<file path="src/rtl/addsub_pkg.sv">
// addsub_pkg: shared constants for the multi-cycle add/subtract unit.
// Op codes, FSM state encoding and the chunk-count helper.
package addsub_pkg;

    localparam logic OP_ADD = 1'b0;
    localparam logic OP_SUB = 1'b1;

    localparam logic [1:0] S_IDLE = 2'd0;
    localparam logic [1:0] S_RUN  = 2'd1;
    localparam logic [1:0] S_DONE = 2'd2;

    localparam int DEF_WIDTH = 32;
    localparam int DEF_CHUNK = 8;

    function automatic int chunk_count(input int w, input int c);
        return w / c;
    endfunction

    localparam int DEF_STEPS = chunk_count(DEF_WIDTH, DEF_CHUNK);

endpackage

</file>
<file path="src/rtl/addsub_chunk.sv">
// addsub_chunk: combinational CHUNK-bit adder slice.
// Also exposes the carry into the slice MSB for signed overflow.
module addsub_chunk #(
    parameter int CHUNK = 8
) (
    input  logic [CHUNK-1:0] a,
    input  logic [CHUNK-1:0] b,
    input  logic             cin,
    output logic [CHUNK-1:0] sum,
    output logic             cout,
    output logic             c_msb
);

    logic [CHUNK:0] w_full;

    assign w_full = {1'b0, a} + {1'b0, b} + {{CHUNK{1'b0}}, cin};
    assign sum    = w_full[CHUNK-1:0];
    assign cout   = w_full[CHUNK];

    if (CHUNK == 1) begin : g_one
        assign c_msb = cin;
    end else begin : g_multi
        logic [CHUNK-1:0] w_low;
        assign w_low = {1'b0, a[CHUNK-2:0]}
                     + {1'b0, b[CHUNK-2:0]}
                     + {{(CHUNK-1){1'b0}}, cin};
        assign c_msb = w_low[CHUNK-1];
    end

endmodule

</file>
<file path="src/rtl/addsub_seq.sv">
// addsub_seq: LSB-first chunked add/subtract with start/done handshake.
// Status flags are built only when ADDSUB_FLAGS_EN is defined.
module addsub_seq
    import addsub_pkg::*;
#(
    parameter int WIDTH = 32,
    parameter int CHUNK = 8
) (
    input  logic             clk,
    input  logic             rst_n,
    input  logic             start,
    input  logic             op,
    input  logic [WIDTH-1:0] a,
    input  logic [WIDTH-1:0] b,
    output logic             busy,
    output logic             done,
    output logic [WIDTH-1:0] result,
    output logic             carry,
    output logic             overflow,
    output logic             zero,
    output logic             negative
);

    localparam int N  = chunk_count(WIDTH, CHUNK);
    localparam int IW = (N > 1) ? $clog2(N) : 1;
    localparam logic [IW-1:0] LAST = IW'(N - 1);

    logic [1:0]       r_state;
    logic [WIDTH-1:0] r_a;
    logic [WIDTH-1:0] r_b;
    logic             r_cy;
    logic [IW-1:0]    r_idx;
    logic [WIDTH-1:0] r_result;

    logic [CHUNK-1:0] w_a_chunk;
    logic [CHUNK-1:0] w_b_chunk;
    logic [CHUNK-1:0] w_sum;
    logic             w_cout;
    logic             w_last;

`ifdef ADDSUB_FLAGS_EN
    logic             w_cmsb;
`endif

    assign w_a_chunk = r_a[r_idx*CHUNK +: CHUNK];
    assign w_b_chunk = r_b[r_idx*CHUNK +: CHUNK];
    assign w_last    = (r_state == S_RUN) && (r_idx == LAST);

    addsub_chunk #(
        .CHUNK (CHUNK)
    ) u_chunk (
        .a     (w_a_chunk),
        .b     (w_b_chunk),
        .cin   (r_cy),
        .sum   (w_sum),
        .cout  (w_cout),
`ifdef ADDSUB_FLAGS_EN
        .c_msb (w_cmsb)
`else
        .c_msb ()
`endif
    );

    // FSM, operand capture and chunk-by-chunk result assembly
    always_ff @(posedge clk or negedge rst_n) begin
        if (!rst_n) begin
            r_state  <= S_IDLE;
            r_a      <= '0;
            r_b      <= '0;
            r_cy     <= 1'b0;
            r_idx    <= '0;
            r_result <= '0;
        end else begin
            case (r_state)
                S_IDLE, S_DONE: begin
                    if (start) begin
                        r_a     <= a;
                        r_b     <= (op == OP_SUB) ? ~b : b;
                        r_cy    <= op;
                        r_idx   <= '0;
                        r_state <= S_RUN;
                    end else begin
                        r_state <= S_IDLE;
                    end
                end
                S_RUN: begin
                    r_result[r_idx*CHUNK +: CHUNK] <= w_sum;
                    r_cy  <= w_cout;
                    r_idx <= r_idx + 1'b1;
                    if (w_last) begin
                        r_state <= S_DONE;
                    end
                end
                default: r_state <= S_IDLE;
            endcase
        end
    end

    assign busy   = (r_state == S_RUN);
    assign done   = (r_state == S_DONE);
    assign result = r_result;

`ifdef ADDSUB_FLAGS_EN
    logic [WIDTH-1:0] w_final;
    logic             r_carry;
    logic             r_ovf;
    logic             r_zero;
    logic             r_neg;

    // Full result as it will stand after the final chunk is written
    always_comb begin
        w_final = r_result;
        w_final[r_idx*CHUNK +: CHUNK] = w_sum;
    end

    // Flags captured on the final chunk, held until the next one
    always_ff @(posedge clk or negedge rst_n) begin
        if (!rst_n) begin
            r_carry <= 1'b0;
            r_ovf   <= 1'b0;
            r_zero  <= 1'b0;
            r_neg   <= 1'b0;
        end else if (w_last) begin
            r_carry <= w_cout;
            r_ovf   <= w_cmsb ^ w_cout;
            r_zero  <= (w_final == '0);
            r_neg   <= w_final[WIDTH-1];
        end
    end

    assign carry    = r_carry;
    assign overflow = r_ovf;
    assign zero     = r_zero;
    assign negative = r_neg;
`else
    assign carry    = 1'b0;
    assign overflow = 1'b0;
    assign zero     = 1'b0;
    assign negative = 1'b0;
`endif

endmodule

</file>
<file path="config.mk">
export PLATFORM = sky130hd
export DESIGN_NAME = addsub_seq
export DESIGN_NICKNAME = d
export VERILOG_FILES = /design/src/rtl/addsub_pkg.sv /design/src/rtl/addsub_chunk.sv /design/src/rtl/addsub_seq.sv
export SDC_FILE = /design/constraint.sdc
export NUM_CORES = 1
export LEC_CHECK = 0
export CAP_MARGIN = 20
export CORE_UTILIZATION = 55
export CTS_CLUSTER_DIAMETER = 200
export DETAILED_ROUTE_END_ITERATION = 7
export PLACE_DENSITY_LB_ADDON = 0.3
export SLEW_MARGIN = 20
export SYNTH_ARGS = -nofsm -noshare
export SYNTH_HDL_FRONTEND = slang
export SYNTH_SLANG_ARGS = --single-unit
</file>
<file path="constraint.sdc">
create_clock -name clk -period 4.7 [get_ports clk]
set_clock_uncertainty 0.2 [all_clocks]
set_input_delay 0.94 -clock clk [delete_from_list [all_inputs] [get_ports clk]]
set_output_delay 0.94 -clock clk [all_outputs]
set_load 0.05 [all_outputs]
</file>
### Word-level counts from Yosys, hierarchy flattened

Index checks and enable logic that the tools add are counted.

* flip-flop bits (word level): 101
* bits of input ports: 68
* output and inout port bits: 38
* word-level logic and storage cells: 35

* add/sub/neg operators: 4
* equality and inequality tests: 5
* shift operators: 4
* mux-type cells: 9
* bitwise gates (word level): 1
* reductions and logical operators: 6

Operators by type and width (count)
* indexed part select 32 x 6 -> 8 bit: 2
* negator 5 -> 34 bit: 1
* variable shift 8 x 34 -> 32 bit, first input constant: 1
* indexed part select 8 x 34 -> 32 bit: 1
* bitwise mux 32 bit: 1
* 2-to-1 mux 32 bit: 1
* inverter 32 bit: 1
* adder 8 x 8 -> 9 bit: 1
* adder 9 x 1 -> 9 bit: 1
* one-hot mux 2 bit (2 select lines): 2
* == test 2 bit, second input constant: 2
* 2-to-1 mux 2 bit: 2
* AND reduction 2 bit: 2
* adder 2 x 1 -> 2 bit, second input constant: 1
* == test 2 x 1 -> 1 bit, second input constant: 1
* zero test 2 bit: 1
* 2-to-1 mux 1 bit: 2
* inequality test 2 x 1 -> 1 bit, second input constant: 1
* inequality test 2 bit, second input constant: 1
* one-hot mux 1 bit (2 select lines): 1
* nonzero test 2 bit: 1
* OR reduction 2 bit: 1
* logical AND 1 bit: 1

### Depth between registers and ports, before layout

Gate-level depths: netlist (run 1).

* word-level depth: 5
* mapped depth: 10
* depth with buffers taken out: 8

### Hierarchy

From an unflattened synthesis (run 1), not the netlist that was laid out.

* cell total of the unflattened synthesis: 411
* area, all modules: 4926.0 um^2

Modules (own cells, without submodules)
* addsub_seq: instances 1, cells each 367, area each 4561.9 um^2, sequential area each 2527.4 um^2
* addsub_chunk: instances 1, cells each 44, area each 364.1 um^2, sequential area each 0.0 um^2

### Worst setup path after synthesis (run 1)

Ideal clock, no wire load.

* kind: reg-to-reg
* start: reg r_idx[0]
* end: reg r_result[14] (netlist: result[14])
* library setup time: 0.067 ns
* arrival: 2.867 ns
* data required time: 4.433 ns
* path slack: 1.566 ns
* cell stages (with the launch flop): 10
* path buffers: 1
* path through: dfrtp_1 buf_2 mux4_2 fa_1 fa_1 a21oi_1 o22ai_1 o21a_1 nor2_1 a22o_1

* cells in the longest elaborated chain, start to end: 5
* elaborated cells on any way between the ends: 8
* classes of those cells: add/sub: 3; shift: 4; mux: 1

Ends and longest elaborated chain
* start, declared: RTL line addsub_seq.sv:32 `logic [IW-1:0] r_idx;`
* start signal, assigned: RTL line addsub_seq.sv:89 `r_idx <= r_idx + 1'b1;`
* indexed part select 32 x 6 -> 8 bit (on tied branches): RTL line addsub_seq.sv:45, addsub_seq.sv:46
* adder 8 x 8 -> 9 bit: RTL line addsub_chunk.sv:16 `assign w_full = {1'b0, a} + {1'b0, b} + {{CHUNK{1'b0}}, cin};`
* adder 9 x 1 -> 9 bit: RTL line addsub_chunk.sv:16
* indexed part select 8 x 34 -> 32 bit: RTL line addsub_seq.sv:87 `r_result[r_idx*CHUNK +: CHUNK] <= w_sum;`
* bitwise mux 32 bit (*): RTL line addsub_seq.sv:87
* end signal, assigned by index: RTL line addsub_seq.sv:87
* end, declared: RTL line addsub_seq.sv:33 `logic [WIDTH-1:0] r_result;`

Every way passes the cells marked *; elsewhere a longest branch is shown, timed or not.
A chain may end at the register's enable or synchronous reset.

### Final worst setup path (run 1)

Ends and elaborated chain as after synthesis.

==> qor_table.md, run 1 <==
| Quantity | Reported |
|:---|:---|
| Width of the chip | 95.4 um |
| Floorplan die area | 9110 um2 |
| Largest net degree at the start of global routing | 101 |
| Fraction of met3 tracks used by global routing | 0.0494 |
| Hold-critical path depth | 2 |
| Number of clock sinks | 101 |
| Kind of critical path | flop to flop |
| Power share of the sequential group | 0.320 |
| Number of buffers on the longest clock path | 2 |
| Initial core utilization | 0.576 |
| Via count of the first global-routing pass | 3271 |
| Global-route congestion overflow total | 0 |
| Number of cell instances on the worst register-to-register path | 8 |
| Distinct cell type count of the synthesized netlist | 39 |
| Status | finished clean |
| Count of flip-flops with a built-in enable after synthesis | 0 |
| Half-perimeter wire length of the detailed placement result | 7.27 mm |
| Number of rows in the core area | 33 |
| TritonCTS clock tree | yes |
| Worst slew margin | 0.341 |
| Final critical delay including setup and external delays | 3430 ps |
| Share of synthesized registers carrying an async set or reset | 1.00 |
| Resized cells post-CTS | 0 |
| Final hold violation count | 0 |
| Final Instance Area | 6050 um2 |
| Post-Synthesis Cells | 367 |
| Root cell of the clock tree | clkbuf_8 |
| Top-level I/O count | 106 |
| Number of hold buffers added after cts | 0 |
| Maxcap violations | 0 |
| Global-route layer with the greatest usage | met2 |
| Max-slew violation count | 0 |
| Launch instance of the worst register-to-register path | r_idx[0] |
| Combinational share of power | 0.565 |
| Portion of the clock cycle consumed by the worst path in the final layout | 0.730 |
| Global-route wire length before repair | 16.3 mm |
| Proportion of synthesized chip area in sequential cells | 0.526 |
| Mean cell area of the mapped netlist | 13.1 um2 |
| Synthesis-stage register bit count | 101 |
| Setup-violating endpoint count in the final report | 0 |
| Global Route Usage Sum | 0.241 |
| Worst-margin pin slew | 989 ps |
| Worst flop-to-flop path endpoint | result[14] |
| Post-Synthesis Cell Area | 4800 um2 |
| Maximum operating frequency | 292 MHz |
| CTS H-Tree Depth | 3 |
| Internal portion of total power | 0.00258 W |
| Gp weighted congestion | 0.862 |
| Filler cell count | 603 |
| Number of buffers added for setup after CTS | 0 |
| Crit path launch type | flop |
| Kind of capture point of the worst setup path | flop |
| Hold Path Class | flop to flop |
| Launch point of the worst path | r_idx[0] |
| Setup slack of the most critical reg-to-reg path | 1270 ps |
| Post-DP Area | 5860 um2 |
| Endpoint arrival time on the critical path | 3520 ps |
| Count of port buffers added during placement | 101 |
| DRC errors left | 0 |
| Required arrival time at the worst endpoint | 4790 ps |
| Net total in the final layout | 544 |
| Yosys warning total | 0 |
| CTS Buf Count | 9 |
| Total core area | 8340 um2 |
| Met1 Usage GRT | 0.307 |
| Setup repair after global routing missed its margin | no |
| Register Area | 2530 um2 |
| Total number of vias | 3153 |
| Growth of design area from synthesis to finish | 25.9% |
| Maximum vdd ir drop | 0.374 mV |
| Multi-input combinational cell area | 2140 um2 |
| Sw Ratio | 0.442 |
| Primary FF master, synth | dfrtp_1 |
| Fraction of layout instances using a drive strength above 1 | 0.168 |
| Antenna violation net count after detailed routing | 0 |
| Power density over cell area | 764 nW/um2 |
| Length of the first detailed-routing pass in iterations | 5 |
| Global-route met2 utilization | 0.412 |
| Part of the total power dissipated in the clock network | 0.115 |
| Switching Power | 0.00204 W |
| Reg clk slew, reported paths | 90 ps |
| Violation count after the first detailed-routing iteration | 114 |
| Latest clock arrival within the worst-skew pair | 350 ps |
| Leakage Power | 2.59 nW |
| Final worst hold slack | 282 ps |
| Number of vias per cell after detailed routing | 5.53 |
| End point of the worst hold path | r_b[4] |
| Die outline height | 95.4 um |
| Hold Crit Start | r_b[4] |
| Sum of negative setup slack | 0 ps |
| Final antenna diode count | 0 |
| Sum of routed wire length over all layers | 9.86 mm |
| Initial antenna violation count | 0 |
| Wire length per cell after detailed routing | 17.3 um |
| Max FO, Critical Path | 10 |
worst max-delay path by stage:
| stage | cells past startpoint | endpoint | slack, ps |
|---|---|---|---|
| finish | 8 | result[14] | 1270 |
| global route | 8 | result[14] | 1080 |
| CTS | 8 | result[22] | 1220 |
| detailed placement | 8 | result[22] | 1310 |
| global placement | 8 | result[30] | 1430 |
| floorplan | 9 | result[14] | 1570 |
flip-flops by register name (all words and copies together), names as in the netlist:
| register | count |
|---|---|
| r_a | 32 |
| r_b | 32 |
| result | 32 |
| r_idx | 2 |
| r_state | 2 |
| r_cy | 1 |
cell usage after synthesis, types with 2 or more instances:
library cell	count	area share
a21oi_1	4	0.0042
a22o_1	32	0.058
buf_2	12	0.013
buf_4	5	0.0078
clkbuf_1	5	0.0039
dfrtp_1	101	0.53
fa_1	2	0.0083
ha_1	12	0.031
inv_1	6	0.0047
mux2_2	32	0.075
mux4_2	16	0.075
nand2_1	35	0.027
nand2_4	3	0.0070
nand3_1	4	0.0042
nor2_1	2	0.0016
nor4b_4	3	0.015
o211ai_1	2	0.0031
o21ai_0	36	0.038
xnor2_1	34	0.062
xor2_1	2	0.0036
cell type report:
| cell class | instances | share of cell area |
|---|---|---|
| well taps | 105 | 0.0217 |
| multi-input cells | 239 | 0.354 |
| inverters | 7 | 0.00517 |
| clock inverters | 4 | 0.00828 |
| clock buffers | 10 | 0.0228 |
| repair buffers | 104 | 0.170 |
| flip-flops and latches | 101 | 0.418 |
worst max-delay path, cell delays in order (launching register included):
cell     delay, ps
dfrtp_1        700
mux4_2         590
fa_1           470
fa_1           440
a21oi_1        240
o22ai_1        130
o21a_1         200
nor2_1         240
a22o_1         160
kinds of logic after synthesis:
group,share of synthesized area
adder cells (fa/ha/maj),0.0396
multiplexers,0.152
other,0.000781
buffers and inverters,0.0315
flip-flops,0.526
AND/OR/NAND/NOR,0.0693
XOR/XNOR,0.0657
AO/OA/AOI/OAI,0.115
stage by stage:
| stage | total power, W | instances | util | setup slack (ps) |
|---|---|---|---|---|
| finish | 0.00462 | 570 | 0.725 | 1270 |
| global route | 0.00492 | 570 | 0.725 | 1080 |
| CTS | 0.00464 | 570 | 0.725 | 1220 |
| detailed placement | 0.00409 | 556 | 0.702 | 1310 |
| global placement | 0.00395 | 556 | 0.702 | 1430 |
| floorplan | 0.00333 | 370 | - | 1570 |
cell usage in the layout (no fill, tap or decap), types with 2 or more instances in the layout:
master and count:
clkbuf_8 10, o21ai_0 36, fa_1 2, clkinvlp_4 2
o211ai_1 2, a22o_1 32, clkdlybuf4s50_1 99, nand2b_4 2
xor2_1 2, mux2_2 32, mux4_2 16, nand3_1 4
nand2_4 3, a21oi_1 4, nand2_1 35, conb_1 4
buf_4 4, nor4b_4 3, inv_1 6, dfrtp_1 101
nor2_1 2, ha_1 12, xnor2_1 34
power groups by stage:
stage	logic [W]	registers, W	clock network, W
after floorplan	0.00169	0.00164	0
after global placement	0.00247	0.00148	0
after detailed placement	0.00259	0.00150	0
after CTS	0.00262	0.00148	0.000544
after global routing	0.00282	0.00152	0.000574
final	0.00261	0.00148	0.000533
routing by layer:
layer | wire [um] | part of all wire
met5 | 0 | 0
met4 | 211 | 0.021
met3 | 457 | 0.046
met2 | 4940 | 0.50
met1 | 4260 | 0.43
Note: power is estimated with default switching activity, not from simulation.
==> run 2, diff against run 1 <==
--- a/config.mk
+++ b/config.mk
@@ -6,7 +6,7 @@
 export NUM_CORES = 1
 export LEC_CHECK = 0
 export CAP_MARGIN = 20
-export CORE_UTILIZATION = 55
+export CORE_UTILIZATION = 46
 export CTS_CLUSTER_DIAMETER = 200
 export DETAILED_ROUTE_END_ITERATION = 7
 export PLACE_DENSITY_LB_ADDON = 0.3
==> constraint.sdc (replaced) <==
create_clock -name clk -period 3 [get_ports clk]
set_clock_uncertainty 0.2 [all_clocks]
set_input_delay 0.6 -clock clk [delete_from_list [all_inputs] [get_ports clk]]
set_output_delay 0.6 -clock clk [all_outputs]
set_load 0.05 [all_outputs]
==> run 2 against run 1 <==
Setup slack worse by 1100 ps. Critical path depth up 1. Die area grew 19%. Critical endpoint is now result[23]. Largest power group unchanged.
==> qor_table.md, run 2 (same netlist as run 1, synthesis figures left out) <==
| Quantity | Reported |
|:---|:---|
| Status | finished clean |
| Count of port buffers added during placement | 101 |
| Net total in the final layout | 553 |
| Global-route wire length before repair | 17.2 mm |
| Met1 Usage GRT | 0.257 |
| TritonCTS clock tree | yes |
| Cell-by-cell listing of the critical path | buf_4 -> buf_4 -> mux4_2 -> ha_1 -> o211ai_1 -> o21ai_1 -> nand4b_1 -> o211ai_1 -> a22o_1 |
| Leakage Power | 2.65 nW |
| Floorplan die area | 10900 um2 |
| Worst slew margin | 0.512 |
| Most frequent cells in the layout | 100 x dfrtp_1, 99 x clkdlybuf4s50_1, 36 x o21ai_0, 35 x nand2_1, 34 x xnor2_1 |
| Die outline height | 104 um |
| Total power of the final layout | 0.00749 W |
| Fraction of layout instances using a drive strength above 1 | 0.200 |
| Reg clk slew, reported paths | 100 ps |
| CTS Buf Count | 9 |
| Wire length per cell after detailed routing | 16.7 um |
| Number of hold buffers added after cts | 0 |
| Antenna violation net count after detailed routing | 0 |
| CP delay by family, top | compound AO/OA/AOI/OAI gates |
| Buf/Inv on CP | 2 |
| Worst-path cell with the longest stage delay | dfrtp_1 |
| Global-route layer with the greatest usage | met2 |
| Final antenna diode count | 0 |
| Violation count after the first detailed-routing iteration | 150 |
| Maxcap violations | 0 |
| Latest clock arrival within the worst-skew pair | 360 ps |
| Length of the first detailed-routing pass in iterations | 5 |
| Worst Setup Slack post-DPL | -76.8 ps |
| Initial core utilization | 0.482 |
| Inst Count DP | 591 |
| Kind of capture point of the worst setup path | flop |
| Max FO, Critical Path | 10 |
| Root cell of the clock tree | clkbuf_8 |
| Kind of critical path | flop to flop |
| Number of buffers on the longest clock path | 2 |
| Total core area | 9950 um2 |
| Crit path largest cell delay | 480 ps |
| Final hold violation count | 0 |
| Largest net degree at the start of global routing | 61 |
| Growth of design area from synthesis to finish | 29.3% |
| Number of cell instances on the worst register-to-register path | 9 |
| Number of vias per cell after detailed routing | 5.29 |
| Half-perimeter wire length of the detailed placement result | 7.75 mm |
| Power density over cell area | 1210 nW/um2 |
| Total number of vias | 3219 |
| Final cell count without fillers | 609 |
| Via count of the first global-routing pass | 3413 |
| Number of rows in the core area | 36 |
| Final critical delay including setup and external delays | 2860 ps |
| Global Route Usage Sum | 0.204 |
| Width of the chip | 104 um |
| Number of gates on the worst path with buffers counted | 9 |
| Max-slew violation count | 0 |
| Top-level I/O count | 106 |
| Hold Path Class | input port to asynchronous set/reset pin |
| Portion of the clock cycle consumed by the worst path in the final layout | 0.955 |
| Endpoint arrival time on the critical path | 2920 ps |
| Required arrival time at the worst endpoint | 3060 ps |
| Sum of routed wire length over all layers | 10.2 mm |
| Number of clock sinks | 101 |
| Crit path launch type | flop |
| Global-route met2 utilization | 0.344 |
| Setup-violating endpoint count in the final report | 0 |
| Maximum operating frequency | 349 MHz |
| CTS H-Tree Depth | 3 |
| Leading cell type in the layout, fill and taps excluded | dfrtp_1 |
| Worst-margin pin slew | 733 ps |
| Maximum vdd ir drop | 0.598 mV |
| Setup ws final | 136 ps |
| Fraction of met3 tracks used by global routing | 0.0445 |
| Initial antenna violation count | 0 |
| Global-route congestion overflow total | 0 |
| DRC errors left | 0 |
| Gp weighted congestion | 0.831 |
## run 2: layout make-up
cell class | instances | area [um2]
Clock buffer | 10 | 138
Timing Repair Buffer | 113 | 1110
Tap cell | 133 | 166
Fill cell | 779 | 3750
Inverter | 7 | 31.3
Multi-Input combinational cell | 239 | 2160
Clock inverter | 6 | 70.1
Sequential cell | 101 | 2530
## run 2: what timing repair did
item,CTS,global route
resized for setup,2,6
setup endpoints to repair,5,17
pin swaps,0,1
endpoints found under the hold margin,0,0
setup buffers,1,1
## run 2: where the power goes
| part | internal, W | switching [W] |
|---|---|---|
| registers | 0.00194 | 0.000327 |
| clock network | 0.000416 | 0.000472 |
| logic | 0.00185 | 0.00249 |
| total | 0.00420 | 0.00329 |
## run 2: per-stage QoR
step	TNS (ps)	instance area (um2)	hold WS, ps	utilization
floorplan	0	4820	104	-
global placement	0	5960	258	0.599
detailed placement	-281	5960	267	0.599
CTS	0	6180	114	0.621
global route	-7.96	6210	145	0.624
finish	0	6210	92.5	0.624
## run 2: per-layer routing
metal,wire length [um],up-vias
met5,0,-
met4,302,0
met3,464,20
met2,5000,113
met1,4390,1572
li1,-,1514
## run 2: worst paths after layout
kind,from,to,slack (ps)
min,rst_n,r_b[1],90
max reg2reg,r_idx[1],result[23],140
min in group clk,r_b[22],r_b[22],280
max,r_idx[1],result[23],140
min reg2reg,r_b[22],r_b[22],280
max in group asynchronous,rst_n,r_a[4],1830
==> run 3, diff against run 2 <==
--- a/config.mk
+++ b/config.mk
@@ -9,8 +9,8 @@
 export CORE_UTILIZATION = 46
 export CTS_CLUSTER_DIAMETER = 200
 export DETAILED_ROUTE_END_ITERATION = 7
+export GPL_TIMING_DRIVEN = 0
 export PLACE_DENSITY_LB_ADDON = 0.3
-export SLEW_MARGIN = 20
 export SYNTH_ARGS = -nofsm -noshare
 export SYNTH_HDL_FRONTEND = slang
 export SYNTH_SLANG_ARGS = --single-unit
==> constraint.sdc (replaced) <==
create_clock -name clk -period 2.3 [get_ports clk]
set_clock_uncertainty 0.2 [all_clocks]
set_input_delay 0.46 -clock clk [delete_from_list [all_inputs] [get_ports clk]]
set_output_delay 0.46 -clock clk [all_outputs]
set_load 0.05 [all_outputs]
==> run 3 against run 2 <==
The flow now finishes with violations (setup timing). Setup slack worse by 680 ps. Highest routed layer unchanged. Power grew 41%. Non-clock buffer count up 25. Maximum frequency increased by 0.61%. Critical path depth is the same. First-iteration DRC count increased by 26%. Critical path type unchanged.
==> qor_table.md, run 3 (same netlist as run 1, synthesis figures left out) <==
| Quantity | Reported |
|:---|:---|
| Number of buffers on the longest clock path | 2 |
| Max-slew violation count | 0 |
| Required arrival time at the worst endpoint | 2400 ps |
| Number of clock sinks | 101 |
| Total core area | 9950 um2 |
| Final worst hold slack | 292 ps |
| Half-perimeter wire length of the detailed placement result | 7.89 mm |
| Sum of negative setup slack | -11760 ps |
| Setup repair after global routing missed its margin | yes |
| Power share of the sequential group | 0.278 |
| Width of the chip | 104 um |
| Final critical delay including setup and external delays | 2850 ps |
| Cell-by-cell listing of the critical path | buf_12 -> mux4_2 -> fa_2 -> fa_2 -> a21oi_2 -> o22ai_2 -> o21a_1 -> nor2_4 -> a22o_1 |
| Maxcap violations | 0 |
| Number of vias per cell after detailed routing | 5.35 |
| Floorplan die area | 10900 um2 |
| Status | finished with violations |
| Crit path largest cell delay | 540 ps |
| Launch instance of the worst register-to-register path | r_idx[0] |
| Leading cell type in the layout, fill and taps excluded | dfrtp_1 |
| End point of the critical path | result[6] |
| Crit path launch type | flop |
| Die outline height | 104 um |
| Sum of routed wire length over all layers | 11.0 mm |
| Global Route Usage Sum | 0.214 |
| Wire length per cell after detailed routing | 17.4 um |
| Worst flop-to-flop path endpoint | result[6] |
| Reg clk slew, reported paths | 100 ps |
| Post-DP Area | 6020 um2 |
| CTS Buf Count | 9 |
| Combinational share of power | 0.624 |
| Hold-critical path depth | 2 |
| Portion of the clock cycle consumed by the worst path in the final layout | 1.24 |
| Internal portion of total power | 0.00591 W |
| Net total in the final layout | 578 |
| Maximum vdd ir drop | 0.887 mV |
| Part of the total power dissipated in the clock network | 0.098 |
| Maximum operating frequency | 351 MHz |
| Initial antenna violation count | 0 |
| Kind of capture point of the worst setup path | flop |
| Top-level I/O count | 106 |
| Violation count after the first detailed-routing iteration | 189 |
| Largest net degree at the start of global routing | 56 |
| Switching Power | 0.00469 W |
| CTS H-Tree Depth | 3 |
| Worst slew margin | 0.599 |
| Endpoint arrival time on the critical path | 2940 ps |
| Worst-path cell with the longest stage delay | mux4_2 |
| Setup slack of the most critical reg-to-reg path | -550 ps |
| Root cell of the clock tree | clkbuf_8 |
| Via count of the first global-routing pass | 3454 |
| Number of cell instances on the worst register-to-register path | 9 |
| Violations in the final reports | setup timing |
| Max FO, Critical Path | 4 |
| Most frequent cells in the layout | 100 x dfrtp_1, 97 x clkdlybuf4s50_1, 35 x nand2_1, 35 x o21ai_0, 33 x xnor2_1 |
| TritonCTS clock tree | yes |
| Total power of the final layout | 0.0106 W |
| Hold Path Class | flop to flop |
| Global-route congestion overflow total | 0 |
| Initial core utilization | 0.482 |
| Leakage Power | 2.76 nW |
| Length of the first detailed-routing pass in iterations | 5 |
| Latest clock arrival within the worst-skew pair | 350 ps |
| Global-route wire length before repair | 17.9 mm |
| Final antenna diode count | 0 |
| Number of rows in the core area | 36 |
| Final hold violation count | 0 |
| Core occupancy in the finished layout | 0.650 |
| Launch point of the worst path | r_idx[0] |
| Growth of design area from synthesis to finish | 34.8% |
| Count of port buffers added during placement | 100 |
| Kind of critical path | flop to flop |
| Total number of vias | 3394 |
| Cell mode on critical path | fa_2 |
| Sw Ratio | 0.442 |
| Power density over cell area | 1640 nW/um2 |
| Worst-margin pin slew | 601 ps |
| DRC errors left | 0 |
| Fraction of layout instances using a drive strength above 1 | 0.250 |
| Setup-violating endpoint count in the final report | 29 |
| Antenna violation net count after detailed routing | 0 |
| Final Instance Area | 6470 um2 |
| Setup ws final | -547 ps |
| Gp weighted congestion | 0.805 |
==> run 3: changes by cell type in the layout (fill, tap and decap cells not counted), sizes merged <==
cell / previous run / this run
buf: 14 / 33
bufinv: 1 / 0
clkinvlp: 2 / 1
clkdlybuf4s50: 99 / 97
inv: 8 / 9
clkbuf: 10 / 14
clkdlybuf4s15: 0 / 1
dlygate4sd2: 0 / 1
dlygate4sd3: 0 / 1
clkinv: 2 / 4
==> run 3: power groups by stage <==
stage / Combinational [W] / Clock, W / Sequential [W]
after floorplan: 0.00356 / 0 / 0.00335
after global placement: 0.00533 / 0 / 0.00293
after detailed placement: 0.00548 / 0 / 0.00297
after CTS: 0.00626 / 0.00106 / 0.00294
after global routing: 0.00712 / 0.00114 / 0.00303
final: 0.00661 / 0.00104 / 0.00294
==> run 3: repair_timing <==
item	CTS	global route
pin swaps	14	13
buffers inserted	8	5
setup endpoints to repair	35	32
gates resized for setup	27	6
hold buffers	1	0
hold endpoints to repair	46	0
==> run 3: final cells by class <==
type,instances,area (um2)
buffer,23,166
timing repair buffer,115,1130
inverter,7,31.3
sequential,101,2530
tap,133,166
clock inverter,7,58.8
clock buffer,9,124
fill,788,3480
multi-input combinational,239,2260
==> run 3: critical path, delay by kind of cell (launching register included) <==
kind	cells	cell delay, ps
AO/OA/AOI/OAI	4	640
adder cells (fa/ha/maj)	2	730
buffers and inverters	1	120
flip-flops	1	410
multiplexers	1	540
AND/OR/NAND/NOR	1	150
==> run 3: worst min-delay path by stage <==
stage                  from       to  slack, ps
floorplan             rst_n   r_a[0]        -40
global placement    r_b[13]  r_b[13]        260
detailed placement  r_b[18]  r_b[18]        270
CTS                 r_b[18]  r_b[18]        290
global route             op  r_b[19]        300
finish              r_b[29]  r_b[29]        290
==> run 3: routing by layer <==
metal  part of all wire  up-vias  track usage
met2               0.50      124        0.369
met5                  0        -            0
met3              0.048       16       0.0414
met4              0.016        0       0.0571
li1                   -     1567            -
met1               0.44     1687        0.276
==> run 3: through the flow <==
step | cells | setup WS, ps
3_3_place_gp | 603 | -2970
5_1_grt | 634 | -646
2_1_floorplan | 370 | -568
3_5_place_dp | 604 | -1040
6_report | 634 | -547
4_1_cts | 629 | -536
